[src/rtl/booth_mult_sequencer_if.sv]
// booth_mult_sequencer_if: operand stream, multiplier link and result stream
// of the Booth multiplier sequencer bundled into one interface.
// The master modport is the sequencer's view and the slave modport is the
// surrounding environment (producer, multiplier and consumer).
// Optional accumulator signals are present when MULT_SEQ_ACC_EN is defined.
`timescale 1ns/1ps

interface booth_mult_sequencer_if #(
    parameter int FIFO_DEPTH = 4
) ();
    logic                          In_Valid;
    logic                          In_Ready;
    logic [7:0]                    In_A;
    logic [7:0]                    In_B;
    logic                          Mult_Start_Sig;
    logic [7:0]                    Mult_A;
    logic [7:0]                    Mult_B;
    logic                          Mult_Done_Sig;
    logic [15:0]                   Mult_Product;
    logic                          Out_Valid;
    logic                          Out_Ready;
    logic [15:0]                   Out_Product;
    logic                          Timeout_Err;
    logic [$clog2(FIFO_DEPTH):0]   Fifo_Count;
`ifdef MULT_SEQ_ACC_EN
    logic                          Acc_Clr;
    logic [23:0]                   Acc_Sum;

    modport master (
        input  In_Valid, In_A, In_B, Mult_Done_Sig, Mult_Product, Out_Ready, Acc_Clr,
        output In_Ready, Mult_Start_Sig, Mult_A, Mult_B, Out_Valid, Out_Product,
               Timeout_Err, Fifo_Count, Acc_Sum
    );

    modport slave (
        output In_Valid, In_A, In_B, Mult_Done_Sig, Mult_Product, Out_Ready, Acc_Clr,
        input  In_Ready, Mult_Start_Sig, Mult_A, Mult_B, Out_Valid, Out_Product,
               Timeout_Err, Fifo_Count, Acc_Sum
    );
`else
    modport master (
        input  In_Valid, In_A, In_B, Mult_Done_Sig, Mult_Product, Out_Ready,
        output In_Ready, Mult_Start_Sig, Mult_A, Mult_B, Out_Valid, Out_Product,
               Timeout_Err, Fifo_Count
    );

    modport slave (
        output In_Valid, In_A, In_B, Mult_Done_Sig, Mult_Product, Out_Ready,
        input  In_Ready, Mult_Start_Sig, Mult_A, Mult_B, Out_Valid, Out_Product,
               Timeout_Err, Fifo_Count
    );
`endif
endinterface

[src/rtl/booth_mult_sequencer.sv]
// booth_mult_sequencer: buffers signed 8-bit operand pairs in a FIFO, feeds
// them to a radix-4 Booth multiplier using its Start/A/B hold-high protocol,
// captures the product on Done and offers it on a valid/ready stream.
// A watchdog drops an operation whose Done never arrives and raises a sticky
// Timeout_Err.
// Optional feature macro: MULT_SEQ_ACC_EN adds a 24-bit wrapping accumulator
// of captured products (Acc_Clr / Acc_Sum).
`timescale 1ns/1ps

module booth_mult_sequencer #(
    parameter int FIFO_DEPTH = 4,
    parameter int TIMEOUT    = 15
) (
    input  logic                   CLK,
    input  logic                   RSTn,
    booth_mult_sequencer_if.master bus
);
    localparam int PTR_W = $clog2(FIFO_DEPTH);
    localparam int CNT_W = $clog2(FIFO_DEPTH) + 1;
    localparam int WD_W  = $clog2(TIMEOUT + 1);

    typedef enum logic [1:0] {
        IDLE,
        RUN,
        GAP
    } state_t;

    state_t             state_q, state_d;
    logic [15:0]        fifo_mem_q [FIFO_DEPTH];
    logic [15:0]        fifo_mem_d [FIFO_DEPTH];
    logic [PTR_W-1:0]   rd_ptr_q, rd_ptr_d;
    logic [PTR_W-1:0]   wr_ptr_q, wr_ptr_d;
    logic [CNT_W-1:0]   count_q, count_d;
    logic               start_q, start_d;
    logic [7:0]         mult_a_q, mult_a_d;
    logic [7:0]         mult_b_q, mult_b_d;
    logic [WD_W-1:0]    wd_q, wd_d;
    logic               out_valid_q, out_valid_d;
    logic [15:0]        out_product_q, out_product_d;
    logic               timeout_err_q, timeout_err_d;
`ifdef MULT_SEQ_ACC_EN
    logic [23:0]        acc_sum_q, acc_sum_d;
`endif

    logic               in_ready;
    logic               push;
    logic               pop;
    logic               capture;
    logic [15:0]        head;

    assign in_ready = (count_q < CNT_W'(FIFO_DEPTH));
    assign push     = bus.In_Valid && in_ready;
    assign head     = fifo_mem_q[rd_ptr_q];

    // Next-state logic for the FIFO, the sequencing FSM, the output register and the accumulator
    always_comb begin
        state_d       = state_q;
        fifo_mem_d    = fifo_mem_q;
        rd_ptr_d      = rd_ptr_q;
        wr_ptr_d      = wr_ptr_q;
        count_d       = count_q;
        start_d       = start_q;
        mult_a_d      = mult_a_q;
        mult_b_d      = mult_b_q;
        wd_d          = wd_q;
        out_valid_d   = out_valid_q;
        out_product_d = out_product_q;
        timeout_err_d = timeout_err_q;
        pop           = 1'b0;
        capture       = 1'b0;

        if (out_valid_q && bus.Out_Ready) begin
            out_valid_d = 1'b0;
        end

        case (state_q)
            IDLE: begin
                start_d = 1'b0;
                if ((count_q != '0) && (!out_valid_q || bus.Out_Ready)) begin
                    pop      = 1'b1;
                    mult_a_d = head[15:8];
                    mult_b_d = head[7:0];
                    start_d  = 1'b1;
                    wd_d     = '0;
                    state_d  = RUN;
                end
            end
            RUN: begin
                wd_d = wd_q + WD_W'(1);
                if (bus.Mult_Done_Sig) begin
                    capture       = 1'b1;
                    out_product_d = bus.Mult_Product;
                    out_valid_d   = 1'b1;
                    start_d       = 1'b0;
                    state_d       = GAP;
                end else if (wd_q == WD_W'(TIMEOUT - 1)) begin
                    start_d       = 1'b0;
                    timeout_err_d = 1'b1;
                    state_d       = GAP;
                end
            end
            GAP: begin
                start_d = 1'b0;
                state_d = IDLE;
            end
            default: begin
                start_d = 1'b0;
                state_d = IDLE;
            end
        endcase

        if (push) begin
            fifo_mem_d[wr_ptr_q] = {bus.In_A, bus.In_B};
            wr_ptr_d             = wr_ptr_q + PTR_W'(1);
        end
        if (pop) begin
            rd_ptr_d = rd_ptr_q + PTR_W'(1);
        end
        if (push && !pop) begin
            count_d = count_q + CNT_W'(1);
        end else if (pop && !push) begin
            count_d = count_q - CNT_W'(1);
        end

`ifdef MULT_SEQ_ACC_EN
        acc_sum_d = acc_sum_q;
        if (bus.Acc_Clr) begin
            acc_sum_d = capture ? {{8{bus.Mult_Product[15]}}, bus.Mult_Product} : 24'd0;
        end else if (capture) begin
            acc_sum_d = acc_sum_q + {{8{bus.Mult_Product[15]}}, bus.Mult_Product};
        end
`endif
    end

    // Register all state with a synchronous active-low reset; FIFO storage is left as-is on reset
    always_ff @(posedge CLK) begin
        if (!RSTn) begin
            state_q       <= IDLE;
            rd_ptr_q      <= '0;
            wr_ptr_q      <= '0;
            count_q       <= '0;
            start_q       <= 1'b0;
            mult_a_q      <= '0;
            mult_b_q      <= '0;
            wd_q          <= '0;
            out_valid_q   <= 1'b0;
            out_product_q <= '0;
            timeout_err_q <= 1'b0;
`ifdef MULT_SEQ_ACC_EN
            acc_sum_q     <= '0;
`endif
        end else begin
            state_q       <= state_d;
            fifo_mem_q    <= fifo_mem_d;
            rd_ptr_q      <= rd_ptr_d;
            wr_ptr_q      <= wr_ptr_d;
            count_q       <= count_d;
            start_q       <= start_d;
            mult_a_q      <= mult_a_d;
            mult_b_q      <= mult_b_d;
            wd_q          <= wd_d;
            out_valid_q   <= out_valid_d;
            out_product_q <= out_product_d;
            timeout_err_q <= timeout_err_d;
`ifdef MULT_SEQ_ACC_EN
            acc_sum_q     <= acc_sum_d;
`endif
        end
    end

    assign bus.In_Ready       = in_ready;
    assign bus.Mult_Start_Sig = start_q;
    assign bus.Mult_A         = mult_a_q;
    assign bus.Mult_B         = mult_b_q;
    assign bus.Out_Valid      = out_valid_q;
    assign bus.Out_Product    = out_product_q;
    assign bus.Timeout_Err    = timeout_err_q;
    assign bus.Fifo_Count     = count_q;
`ifdef MULT_SEQ_ACC_EN
    assign bus.Acc_Sum        = acc_sum_q;
`endif

endmodule

[src/flat_wrapper.sv]
// flat-port wrapper written by rule: the top's interface ports become plain ports
module booth_mult_sequencer_flat 
#(
    parameter int FIFO_DEPTH = 4,
    parameter int TIMEOUT    = 15
)
  (CLK, RSTn, bus_In_Valid, bus_In_A, bus_In_B, bus_Mult_Done_Sig, bus_Mult_Product, bus_Out_Ready, bus_In_Ready, bus_Mult_Start_Sig, bus_Mult_A, bus_Mult_B, bus_Out_Valid, bus_Out_Product, bus_Timeout_Err, bus_Fifo_Count);
  booth_mult_sequencer_if #(.FIFO_DEPTH(FIFO_DEPTH)) bus_i ();
  input  logic CLK;
  input  logic RSTn;
  input wire logic [$bits(bus_i.In_Valid)-1:0] bus_In_Valid;
  input wire logic [$bits(bus_i.In_A)-1:0] bus_In_A;
  input wire logic [$bits(bus_i.In_B)-1:0] bus_In_B;
  input wire logic [$bits(bus_i.Mult_Done_Sig)-1:0] bus_Mult_Done_Sig;
  input wire logic [$bits(bus_i.Mult_Product)-1:0] bus_Mult_Product;
  input wire logic [$bits(bus_i.Out_Ready)-1:0] bus_Out_Ready;
  output wire logic [$bits(bus_i.In_Ready)-1:0] bus_In_Ready;
  output wire logic [$bits(bus_i.Mult_Start_Sig)-1:0] bus_Mult_Start_Sig;
  output wire logic [$bits(bus_i.Mult_A)-1:0] bus_Mult_A;
  output wire logic [$bits(bus_i.Mult_B)-1:0] bus_Mult_B;
  output wire logic [$bits(bus_i.Out_Valid)-1:0] bus_Out_Valid;
  output wire logic [$bits(bus_i.Out_Product)-1:0] bus_Out_Product;
  output wire logic [$bits(bus_i.Timeout_Err)-1:0] bus_Timeout_Err;
  output wire logic [$bits(bus_i.Fifo_Count)-1:0] bus_Fifo_Count;
  assign bus_i.In_Valid = bus_In_Valid;
  assign bus_i.In_A = bus_In_A;
  assign bus_i.In_B = bus_In_B;
  assign bus_i.Mult_Done_Sig = bus_Mult_Done_Sig;
  assign bus_i.Mult_Product = bus_Mult_Product;
  assign bus_i.Out_Ready = bus_Out_Ready;
  assign bus_In_Ready = bus_i.In_Ready;
  assign bus_Mult_Start_Sig = bus_i.Mult_Start_Sig;
  assign bus_Mult_A = bus_i.Mult_A;
  assign bus_Mult_B = bus_i.Mult_B;
  assign bus_Out_Valid = bus_i.Out_Valid;
  assign bus_Out_Product = bus_i.Out_Product;
  assign bus_Timeout_Err = bus_i.Timeout_Err;
  assign bus_Fifo_Count = bus_i.Fifo_Count;
  booth_mult_sequencer #(.FIFO_DEPTH(FIFO_DEPTH), .TIMEOUT(TIMEOUT)) u_core (.CLK(CLK), .RSTn(RSTn), .bus(bus_i));
endmodule
[config.mk]
export PLATFORM = sky130hd
export DESIGN_NAME = booth_mult_sequencer_flat
export DESIGN_NICKNAME = d
export VERILOG_FILES = /design/src/rtl/booth_mult_sequencer_if.sv /design/src/rtl/booth_mult_sequencer.sv /design/src/flat_wrapper.sv
export SDC_FILE = /design/constraint.sdc
export NUM_CORES = 1
export LEC_CHECK = 0
export BUFFER_PORTS_ARGS = -buffer_cell sky130_fd_sc_hd__buf_2
export CORE_ASPECT_RATIO = 1.75
export CORE_MARGIN = 1.5
export CORE_UTILIZATION = 55
export CTS_BUF_LIST = sky130_fd_sc_hd__clkbuf_8 sky130_fd_sc_hd__clkbuf_16
export CTS_CLUSTER_SIZE = 24
export DETAILED_ROUTE_END_ITERATION = 16
export PLACE_DENSITY = 0.79
export SLEW_MARGIN = 5
export SYNTH_ARGS = -nofsm -noshare
export SYNTH_HDL_FRONTEND = slang
export SYNTH_SLANG_ARGS = --single-unit
[constraint.sdc]
create_clock -name CLK -period 4.55 [get_ports CLK]
set_input_delay 0.91 -clock CLK [delete_from_list [all_inputs] [get_ports CLK]]
set_output_delay 0.91 -clock CLK [all_outputs]
set_load 0.01 [all_outputs]
; ---- After elaboration in Yosys (flattened, before gate mapping)
; Cells that the tools add are included.
[word_totals]
memories = 0
wordCells = 73
latch_bits = 0
romBits = 0
out_inout_bits = 39
mem_bits_rw = 0
register_bits = 112
input_bits = 37
[classes]
n_shift = 0
n_eq_ne = 4
div = 0
addsub = 5
magnitude_cmp = 4
multipliers = 0
reduce_logical = 20
bitwise_logic = 3
muxes = 22
[ops]
columns = operator, n
row1 = 64-bit bitwise mux, 1
row2 = 16-bit two-way mux, 3
row3 = 16-bit binary-select mux with 2-bit select, 1
row4 = 16-bit demux with 2-bit select, 1
row5 = 2-bit AND reduction, 5
row6 = 4-bit case mux with 2 select lines, 1
row7 = 1-bit two-way mux, 7
row8 = 3-bit >= comparator (second input constant), 2
row9 = 1-bit logical AND, 6
row10 = 2-bit two-way mux, 3
row11 = 3-bit two-way mux, 2
row12 = 2-bit inverter with 3-bit output, 2
row13 = 2-bit by 1-bit adder with 2-bit output (second input constant), 2
row14 = 4-bit by 1-bit adder with 4-bit output (second input constant), 1
row15 = 4-bit equality test (second input constant), 1
row16 = 4-bit two-way mux, 1
row17 = 2-bit case mux with 2 select lines, 1
row18 = 2-bit nonzero test, 2
row19 = 3-bit by 1-bit adder with 3-bit output (second input constant), 1
row20 = 1-bit zero test, 3
row21 = 3-bit by 1-bit < comparator with 1-bit output (second input constant), 1
row22 = 3-bit < comparator (second input constant), 1
row23 = 3-bit by 2-bit != test with 1-bit output (second input constant), 1
row24 = 3-bit AND reduction, 1
row25 = 8 further kinds, 8

; ---- Logic depth before layout (Yosys ltp)
[logic_depth]
depth_word = 8
mapped_depth = 10
ltp_nobuf = 9

; ---- Least setup slack after synthesis
; No wires, ideal clock.
[synth_path]
path_type = input to register
start = input port bus_Out_Ready
end = register u_core.count_q[2], in the netlist u_core.bus.Fifo_Count[2]
setup_slack_ps = 1820
t_required_ps = 4480
stages = 9
arrival_ps = 2660
n_path_buf = 0
path_cell_list = nor2b_1 nor3_4 inv_2 ha_1 inv_1 fa_1 xor2_1 or3_1 a21oi_1
[synth_via]
elab_chain_cells = 7
word_cells_on_any_way = 9
[synth_lines]
columns = item, line_no
row1 = from (decl), flat_wrapper.sv:16  ; input wire logic [$bits(bus_i.Out_Ready)-1:0] bus_Out_Ready;
row2 = 1-bit logical OR *, booth_mult_sequencer.sv:79  ; if ((count_q != '0) && (!out_valid_q || bus.Out_Ready)) begin
row3 = 1-bit logical AND *, booth_mult_sequencer.sv:79
row4 = 1-bit two-way mux *, booth_mult_sequencer.sv:79
row5 = 1-bit two-way mux *, booth_mult_sequencer.sv:76  ; case (state_q)
row6 = 1-bit zero test, booth_mult_sequencer.sv:119  ; if (push && !pop) begin
row7 = 1-bit logical AND, booth_mult_sequencer.sv:119
row8 = 3-bit two-way mux / 2-bit nonzero test (equally long branches), n/a
row9 = to (signal assigned), booth_mult_sequencer.sv:157  ; count_q <= count_d;
row10 = to (decl), booth_mult_sequencer.sv:33  ; logic [CNT_W-1:0] count_q, count_d;
; Every way passes the cells marked *; elsewhere a longest branch is shown, timed or not.
; A chain may end at the register's enable or synchronous reset.

; ---- Final worst setup path
; Same ends and word-level chain as after synthesis.

==> flow_summary.toml <==
[job]
cap_violations = 0

[global_route]
grt_pass1_vias = 2462
grt_pass1_wl_um = 11900
grt_max_degree = 29
grt_overflow_total = 0
antenna_found_initial = 0
grtUsageTotal_pct = 19.0

[synthesis]
synthAdderAreaFrac_pct = 2.51
synth_nets = 344
syn-instance-count = 299
synth_cell_type_count = 45
synthSimpleGateAreaFrac_pct = 9.65
ys.flop_type = "edfxtp_1"
synth.cell_area_um2 = 4290
async_reset_ff_share_pct = 0
syn_avg_cell_area_um2 = 14.4
synth_xor_area_share_pct = 0.612
synth-seq-area-share_pct = 67.2
synth_warnings = 0
synth_top_family_by_area = "simple AND/OR/NAND/NOR gates"
ys_ff_latch = 112
synth_compound_area_share_pct = 8.13
synthMuxAreaShare_pct = 9.10
synth_edf_count = 64

[layout]
drive_above_1_share_pct = 30.2
regArea_um2 = 2880
area_delta_synth_final_pct = 15.5
n_antenna_cell = 0
layoutNonFillerInstCount = 462
multiInputGateArea_um2 = 1290
fin_nets = 414
fillers = 591
postLayoutCoreUtil_pct = 65.5

[floorplanning]
row_count = 42
start_util_pct = 56.7
io_pins = 76
dieArea_um2 = 8360
die_x_um = 69.8
die_y_um = 120
design.core.area_um2 = 7570

[placed_design]
io_buffers = 75
gp_congestion = 0.760
hpwlAfterDp_um = 5000
dp.cells = 446

[status]
status = "finished clean"

[drt]
drt-initial-drc-count = 119
num_vias = 2487
drt_first_pass_iters = 4
totalWireLength_um = 7520
drc = 0
wl_per_cell_um = 16.3
drtAntennaViolNets = 0
post_drt_via_cell_ratio = 5.38

[clocking]
clk_pin_slew_ns = 0.06
post_cts_buffers = 0
cts-htree-levels = 3
numCtsBuffers = 9
holdBufCountCts = 0
numClockSinks = 112
clk_path_buf_depth = 2
cts_tree = "yes"
clk_latency_ns = 0.34
cts_resized = 0
ctsRootBufferMaster = "clkbuf_16"

[setup_path]
worstPathArrival_ns = 3.04
critPathKind = "in2reg"
slowest_stage = "nor2b_1"
rr_worst_depth = 9
critical_path_buf_inv_count = 3
startpoint_type = "primary input"
max_stage_delay_ns = 0.47
cp.required_ns = 4.82
end_kind = "register"
path_delay_family = "simple AND/OR/NAND/NOR gates"
cp_max_fo = 17
cp_cell_sequence = "buf_2 > nor2b_1 > nor3_4 > inv_2 > ha_1 > inv_1 > fa_1 > xor2_1 > or3_1 > a21oi_1"
crit_cells = 10

[timing]
setup_viol = 0
hold_viol = 0
final.setup.tns_ns = 0
finClkSkew_ns = 0.00692
hold_ws_ns = 0.450
rsz0062_at_grt = "false"
period_share_pct = 60.9
slew_headroom_pct = 40.9
min_period_ns = 2.77
finalMaxSlewViolations = 0
tightestPinTransition_ns = 0.887
fmax_mhz = 361

[power_and_ir_drop]
powerDensity_nw_per_um2 = 561
finalPower_mw = 2.78
ir_worst_vdd_mv = 0.368
leakagePower_nw = 1.87

[min_path]
hold_depth = 2
hold_path_class = "reg2reg"
-- worst paths after layout --
kind / startpoint / to / slack, ns
setup reg to reg: u_core.state_q[0] / u_core.bus.Fifo_Count[2] / 1.97
setup / recovery: bus_Out_Ready / u_core.bus.Fifo_Count[2] / 1.78
hold reg to reg: u_core.bus.Out_Product[7] / u_core.bus.Out_Product[7] / 0.45
hold / removal: u_core.bus.Out_Product[7] / u_core.bus.Out_Product[7] / 0.45
-- worst min-delay path, stage by stage, from the launching register on --
cell and delay, ns:
dfxtp_1 0.31, nand2_1 0.05, a21oi_1 0.05
-- metrics by stage --
| stage | area (um2) | setup slack [ns] |
|---|---|---|
| 4_1_cts | 4950 | 1.79 |
| 2_1_floorplan | 4290 | 1.82 |
| 3_3_place_gp | 4690 | 1.51 |
| 3_5_place_dp | 4690 | 1.43 |
| 5_1_grt | 4950 | 1.56 |
| 6_report | 4950 | 1.78 |
-- power breakdown --
group          switching [mW]  leakage [nW]  internal [mW]
logic                   0.408         0.769          0.338
clock network           0.337         0.128          0.365
registers               0.113         0.972           1.22
-- kinds of logic after synthesis --
logic type	Yosys count
buffers and inverters	24
AO/OA/AOI/OAI	50
AND/OR/NAND/NOR	83
XOR/XNOR	3
multiplexers	19
adder cells (fa/ha/maj)	8
flip-flops	112
-- layout make-up --
| cell class | count | share of cell area (%) |
|---|---|---|
| timing repair buffer | 76 | 7.73 |
| sequential | 112 | 58.2 |
| clock buffer | 9 | 4.55 |
| multi-input combinational | 163 | 26.0 |
| inverter | 7 | 0.530 |
| clock inverter | 7 | 0.808 |
| tap | 88 | 2.22 |
-- placed cells by master (no fill, tap or decap), types with 4 or more instances in the layout --
master     instances
mux4_2            16
buf_2             75
nor2_1             6
o2bb2ai_1         15
dfxtp_1           48
ha_1               7
clkbuf_16          9
nand2b_1           4
a21oi_1           23
inv_1              6
and3_1             5
edfxtp_1          64
nand2_1           50
-- routing by layer --
metal	track usage (%)	routed length [um]	vias up
li1	-	-	1241
met1	20.8	3090	1172
met2	33.8	3920	63
met3	4.53	326	11
met4	9.50	173	0
met5	0	0	-
-- cell usage after synthesis (2+ instances only) --
cell type / n / area [um2]
edfxtp_1: 64 / 1920
nand2b_1: 4 / 25.0
clkbuf_1: 7 / 26.3
mux4_2: 16 / 360
nor2b_1: 2 / 12.5
dfxtp_1: 48 / 961
xor2_1: 2 / 17.5
mux2i_1: 3 / 30.0
inv_2: 2 / 7.51
o311ai_0: 2 / 17.5
and3_1: 5 / 31.3
nand3b_1: 2 / 15.0
o2bb2ai_1: 15 / 131
ha_1: 7 / 87.6
nand2_1: 50 / 188
inv_1: 5 / 18.8
nand3_1: 2 / 10.0
buf_6: 3 / 33.8
buf_2: 4 / 20.0
a21oi_1: 23 / 115
o21ai_0: 2 / 10.0
or3_1: 2 / 12.5
buf_1: 2 / 7.51
nor2_1: 6 / 22.5
-- state kept, by name, summed over array words and instances (netlist names) --
register / cells
u_core.bus.Out_Product: 16
u_core.fifo_mem_q: 64
u_core.state_q: 2
u_core.bus.Fifo_Count: 3
u_core.rd_ptr_q: 2
u_core.wr_ptr_q: 2
u_core.bus.Out_Valid: 1
u_core.bus.Mult_B: 8
u_core.bus.Mult_A: 8
u_core.bus.Timeout_Err: 1
u_core.bus.Mult_Start_Sig: 1
u_core.wd_q: 4
(Power assumes the default switching activity.)
